### config.mk
export PLATFORM = sky130hd
export DESIGN_NAME = instr_fetch_buffer
export DESIGN_NICKNAME = d
export VERILOG_FILES = /design/src/rtl/instr_fetch_buffer.sv
export SDC_FILE = /design/constraint.sdc
export NUM_CORES = 1
export LEC_CHECK = 0
export BUFFER_PORTS_ARGS = -buffer_cell sky130_fd_sc_hd__buf_2
export CELL_PAD_IN_SITES_DETAIL_PLACEMENT = 1
export CELL_PAD_IN_SITES_GLOBAL_PLACEMENT = 2
export CORE_UTILIZATION = 30
export CTS_BUF_LIST = sky130_fd_sc_hd__clkbuf_8
export CTS_CLUSTER_SIZE = 25
export DETAILED_ROUTE_END_ITERATION = 10
export PLACE_DENSITY_LB_ADDON = 0.25
export SLEW_MARGIN = 20
export SYNTH_ARGS = -nofsm -noshare
export SYNTH_HDL_FRONTEND = slang
export SYNTH_SLANG_ARGS = --single-unit
### constraint.sdc
create_clock -name clk -period 3.9 [get_ports clk]
set_input_delay 0.195 -clock clk [delete_from_list [all_inputs] [get_ports clk]]
set_output_delay 0.195 -clock clk [all_outputs]
set_load 0.1 [all_outputs]
### src/rtl/instr_fetch_buffer.sv
// instr_fetch_buffer: fetch-side queue between the PC and decode.
// Issues PC fetch addresses to instruction memory under a credit limit,
// queues returned words in order tagged with their PC, and presents them
// to decode over valid/ready. A flush empties the queue and arranges for
// every still-outstanding memory response to be silently dropped.
//
// Ports:
//   clk, reset (async, active-low)
//   pc_valid/pc_addr/pc_ready         : fetch address from the PC
//   flush                             : redirect, discard queued + in-flight
//   imem_req_valid/addr/ready         : request to instruction memory
//   imem_rsp_valid/data               : in-order response, no backpressure
//   dec_valid/dec_instr/dec_pc/ready  : head entry to decode
module instr_fetch_buffer #(
    parameter int unsigned DEPTH = 4
) (
    input  logic        clk,
    input  logic        reset,
    input  logic        pc_valid,
    input  logic [31:0] pc_addr,
    output logic        pc_ready,
    input  logic        flush,
    output logic        imem_req_valid,
    output logic [31:0] imem_req_addr,
    input  logic        imem_req_ready,
    input  logic        imem_rsp_valid,
    input  logic [31:0] imem_rsp_data,
    output logic        dec_valid,
    output logic [31:0] dec_instr,
    output logic [31:0] dec_pc,
    input  logic        dec_ready
);

    localparam int unsigned AW = $clog2(DEPTH);
    localparam int unsigned PW = AW + 1;

    // Pointers carry one extra MSB so full and empty differ.
    logic [PW-1:0] r_alloc;
    logic [PW-1:0] r_fill;
    logic [PW-1:0] r_head;
    logic [PW-1:0] r_discard;
    logic [31:0]   r_pc    [DEPTH];
    logic [31:0]   r_instr [DEPTH];

    logic [PW-1:0] w_occupancy;
    logic [PW-1:0] w_inflight;
    logic          w_credit;
    logic          w_rsp_ok;
    logic          w_req_fire;
    logic          w_dec_fire;

    // Occupancy counts allocated-but-unconsumed slots plus responses still owed
    // to a flushed stream; both fit in PW bits since neither exceeds DEPTH.
    assign w_occupancy = (r_alloc - r_head) + r_discard;
    assign w_inflight  = (r_alloc - r_fill) + r_discard;
    assign w_credit    = (w_occupancy < PW'(DEPTH));

    // A response with nothing outstanding is a protocol error and is ignored.
    assign w_rsp_ok    = imem_rsp_valid && (w_inflight != '0);

    assign imem_req_valid = pc_valid && w_credit && !flush;
    assign pc_ready       = imem_req_ready && w_credit && !flush;
    assign imem_req_addr  = pc_addr;

    assign w_req_fire  = pc_valid && pc_ready;
    assign dec_valid   = (r_fill != r_head);
    assign dec_instr   = r_instr[r_head[AW-1:0]];
    assign dec_pc      = r_pc[r_head[AW-1:0]];
    assign w_dec_fire  = dec_valid && dec_ready;

    // Queue state; flush overrides every other update in its cycle.
    always_ff @(posedge clk or negedge reset) begin
        if (!reset) begin
            r_alloc   <= '0;
            r_fill    <= '0;
            r_head    <= '0;
            r_discard <= '0;
            for (int i = 0; i < int'(DEPTH); i++) begin
                r_pc[i]    <= '0;
                r_instr[i] <= '0;
            end
        end else if (flush) begin
            // The response landing in the flush cycle is itself dropped.
            r_discard <= w_inflight - PW'(w_rsp_ok);
            r_head    <= r_alloc;
            r_fill    <= r_alloc;
        end else begin
            if (w_req_fire) begin
                r_pc[r_alloc[AW-1:0]] <= pc_addr;
                r_alloc               <= r_alloc + PW'(1);
            end
            if (w_rsp_ok) begin
                if (r_discard != '0) begin
                    r_discard <= r_discard - PW'(1);
                end else begin
                    r_instr[r_fill[AW-1:0]] <= imem_rsp_data;
                    r_fill                  <= r_fill + PW'(1);
                end
            end
            if (w_dec_fire) begin
                r_head <= r_head + PW'(1);
            end
        end
    end

endmodule
-- After elaboration in Yosys (flattened, before gate mapping)
Index checks and enable logic that the tools add are counted.
Widths: inputs -> output; s select.
- register bits after elaboration: 268
- input bits: 71
- output and inout port bits: 99
- logic and storage cells: 73
- $add $sub $neg: 9
- magnitude comparators: 6
- equality and inequality tests: 2
- mux-type cells: 20
- bitwise gates (word level): 5
- reduce and logical (&&, ||, !) cells: 19
- operator list (kind ; count):
    $bwmux 128 ; 2
    $mux 32 ; 6
    $bmux 32 s2 ; 2
    $demux 32 s2 ; 2
    $mux 3 ; 8
    $add 3x1->3 const B ; 3
    $ge 3x3->1 const B ; 3
    $logic_and 1x1->1 ; 9
    $not 2->3 ; 3
    $add 3x3->3 ; 2
    $lt 3x1->1 const B ; 2
    $reduce_and 2->1 ; 3
    $reduce_bool 2->1 ; 3
    $reduce_bool 3->1 ; 2
    $sub 3x3->3 ; 2
    $lt 3x3->1 const B ; 1
    $ne 3x3->1 ; 1
    $reduce_and 3->1 ; 1
    $sub 3x1->3 ; 1
    $sub 3x1->3 const B ; 1
    $ne 2x2->1 const B ; 1
    $not 1->1 ; 2
    $logic_not 1->1 ; 1

-- Logic depth before layout (Yosys ltp)
- word-level depth: 7
- gate-level depth with buffers: 13
- mapped depth without buffers: 13

-- Worst setup path before layout
Ideal clock, no wire load.
- path kind: reg-to-reg
- start: register r_alloc[1]
- end: register r_pc[22] (netlist name)
- library setup time: 0.127 ns
- data arrival time: 2.892 ns
- required time: 3.773 ns
- setup slack: 0.881 ns
- cell stages (with the launch flop): 10
- buffers on the path: 1
- period minus slack after synthesis: 3.019 ns
- cell sequence: dfrtp_1 -> inv_1 -> fa_1 -> inv_1 -> ha_1 -> a31oi_1 -> xnor2_4 -> nor4b_4 -> buf_6 -> mux2_1
- longest elaborated chain between the ends: 7
- elaborated cells on any way between the ends: 14
- those cells by class: 2 x add/sub; 3 x order compare; 3 x mux; 1 x bitwise; 5 x reduce/logical
- RTL lines (item ; line ; source):
    from (decl) ; 38 ; logic [PW-1:0] r_alloc;
    from (signal assigned) ; 90 ; r_alloc <= r_alloc + PW'(1);
    $sub 3x3->3 ; 54 ; assign w_occupancy = (r_alloc - r_head) + r_discard;
    $add 3x3->3 ; 54 ;
    $lt 3x3->1 ; 56 ; assign w_credit = (w_occupancy < PW'(DEPTH));
    $logic_and 1x1->1 (2 in a row) ; 62 ; assign pc_ready = imem_req_ready && w_credit && !flush;
    $logic_and 1x1->1 ; 65 ; assign w_req_fire = pc_valid && pc_ready;
    $reduce_and 2->1 (no source line) ; n/a ;
    to (signal, indexed assignment) ; 89 ; r_pc[r_alloc[AW-1:0]] <= pc_addr;
    to (decl) ; 42 ; logic [31:0] r_pc [DEPTH];
Parallel ways exist; a longest one is shown, timed or not.
A chain may end at the register's enable or synchronous reset.

-- Worst setup path after layout
- start: register r_alloc[1]
- end: output imem_req_valid
- longest elaborated chain between the ends: 5
- RTL lines (item ; line ; source):
    $sub 3x3->3 ; 54 ;
    $add 3x3->3 ; 54 ;
    $lt 3x3->1 ; 56 ;
    $logic_and 1x1->1 (2 in a row) ; 61 ; assign imem_req_valid = pc_valid && w_credit && !flush;
    to (decl) ; 23 ; output logic imem_req_valid,
No other way between the ends.

==> results_dict.tcl <==
set metrics [dict create \
    critical_path.max_fanout 6 \
    busiest_layer "met2" \
    nets 1078 \
    ys_seq_area_share_pct 53.0 \
    via_per_inst 4.70 \
    row_count 74 \
    final_cell_mix "dfrtp_1, mux2_2, buf_2" \
    finalMaxSlewViolations 0 \
    diodes 0 \
    period_minus_slack_ns 3.64 \
    dr.pass1.iters 4 \
    core-area_um2 41200 \
    multi_input_area_um2 5360 \
    finalClockSkew_ns 0.0162 \
    overflow 0 \
    cts_tree "yes" \
    met2_usage_pct 23.3 \
    netlist.area_leader.share_pct 53.0 \
    grtUsageTotal_pct 14.5 \
    tightest_slew_ns 0.788 \
    worstSetupPathType "flop to primary output" \
    cp.required_ns 3.70 \
    status "complete, no violations" \
    seqCellArea_um2 6710 \
    startpoint_type "flop" \
    grt_pass1_vias 8195 \
    fmax_ghz 0.275 \
    cts_buffers 50 \
    dpl.hpwl_um 17400 \
    worstSkewPairLatency_ns 0.60 \
    area_growth_pct 22.6 \
    maxCapViolCount 0 \
    fill_cells 4157 \
    rsz0062_at_grt "no" \
    die_area_um2 43000 \
    yosysWarnings 0 \
    finalHoldViolCount 0 \
    final_common_cell "dfrtp_1" \
    syn_inst 755 \
    hold_path_class "input port to flop" \
    htree_num_levels 2 \
    first_iter_violations 284 \
    post_cts_buffers 0 \
    syn_nets 846 \
    wl_per_cell_um 19.4 \
    initial_core_util_pct 30.7 \
    ys_seq_elements 268 \
    tns_ns 0 \
    use_met1_pct 19.2 \
    ys_types 33 \
    antenna_found_initial 0 \
    met3_usage_pct 3.89 \
    vias 7273 \
    synth_top_cell_by_area "dfrtp_1" \
    grt_max_degree 97 \
    antenna_left 0 \
    cts_sinks 268 \
    cts.clk_slew.worst_paths_ns 0.06 \
    setup_violations 0 \
    clockBufferDepth 3 \
    yosys-top-cells-area "dfrtp_1, mux2_2, mux4_2" \
    root_buffer "clkbuf_8" \
    drive_gt1_share_pct 53.8 \
    crit_arrival_ns 3.44 \
    gp_routability_congestion 0.691 \
    crit_path_end_kind "primary output" \
    grt_pass1_wl_um 48700 \
    avgSynthCellArea_um2 16.8 \
    drt_wl_total_um 30100 \
    portBuffers 169 \
    die_y_um 207 \
    fin_crit_sh_pct 93.3 \
    post-route-util_pct 37.7 \
    route.detailed.drc 0 \
    die_w_um 207 \
    relSlewSlack_pct 47.5 \
    ios 170 \
    netlist_area_um2 12700 \
]
==> sequential cells by signal (all words and copies together), names as in the netlist <==
signal and cells:
r_instr 128, r_pc 128, r_alloc 3, r_discard 3, r_fill 3, r_head 3
==> metrics by stage <==
| step | hold slack (ns) | setup WS (ns) | instances | cell area, um^2 |
|---|---|---|---|---|
| 2_1_floorplan | -0.101 | 0.881 | 755 | 12700 |
| 3_3_place_gp | 0.307 | 0.678 | 1400 | 13900 |
| 3_5_place_dp | 0.302 | 0.638 | 1400 | 13900 |
| 4_1_cts | 0.0487 | 0.0614 | 1549 | 15500 |
| 5_1_grt | 0.128 | 0.0172 | 1549 | 15500 |
| 6_report | 0.104 | 0.261 | 1549 | 15500 |
==> kinds of logic (layout without fill, tap and decap cells) <==
logic type                 count (synthesis)  in the layout  synth area share (%)
AOI/OAI and AO/OA                         13             13                 0.702
muxes                                    328            328                  36.0
and+or+nand+nor                           22             22                  1.96
DFF                                      268            268                  53.0
adders and majority gates                 20             20                  2.15
buffers and inverters                     87            349                  4.69
xor gates and xnor gates                  17             17                  1.49
==> per-layer routing <==
metal,share of wire (%),vias to the layer above
li1,-,3228
met1,45,3830
met2,48,160
met3,4.9,55
met4,2.1,0
met5,0,-
==> critical path, stage by stage, from the launching register on <==
cell and delay (ns):
dfrtp_1 0.38, inv_1 0.15, fa_1 0.57, inv_1 0.05
ha_1 0.28, a31oi_1 0.42, xnor2_4 0.22, nor2_1 0.29
and2_1 0.17, clkbuf_4 0.32
==> timing repair <==
action                                  in CTS  in global routing
endpoints found under the hold margin      353                  0
resized for setup                            0                  2
hold buffers                                67                  0
endpoints found under the setup margin       0                  2
==> cell usage after synthesis (all sizes together) <==
cell,n
nand2,3
a31oi,1
nand4,4
nor2,3
mux2i,6
mux2,258
buf,65
mux4,64
a21oi,7
xnor3,1
a21o,1
nand3,3
nor4b,4
nor3,1
xor2,6
a21boi,1
inv,15
dfrtp,268
nor2b,2
xnor2,10
ha,17
o21ai,1
clkbuf,7
fa,3
a22oi,1
a41oi,1
and2,2
==> path summary, 6_finish.rpt <==
kind / startpoint / to / slack (ns) / cells past startpoint
worst max-delay path: r_alloc[1] / imem_req_valid / 0.26 / 9
max in group asynchronous: reset / r_pc[41] / 2.65 / 3
min in group asynchronous: reset / r_instr[106] / 0.23 / 2
worst max register to register: r_alloc[1] / r_instr[31] / 0.65 / 10
worst min register to register: r_pc[63] / r_pc[63] / 0.48 / 1
worst min-delay path: imem_rsp_valid / r_fill[2] / 0.10 / 5
==> cell type report <==
| class | instances | area share (%) |
|---|---|---|
| clock buffer | 59 | 5.23 |
| clock inverter | 23 | 0.782 |
| inverter | 15 | 0.363 |
| multi-input combinational | 400 | 34.5 |
| sequential | 268 | 43.3 |
| tap | 532 | 4.29 |
| timing repair buffer | 252 | 11.5 |
Power is left out: the tool's default activity adds up to more than one toggle a clock period on the data nets, which glitch-free logic cannot reach.
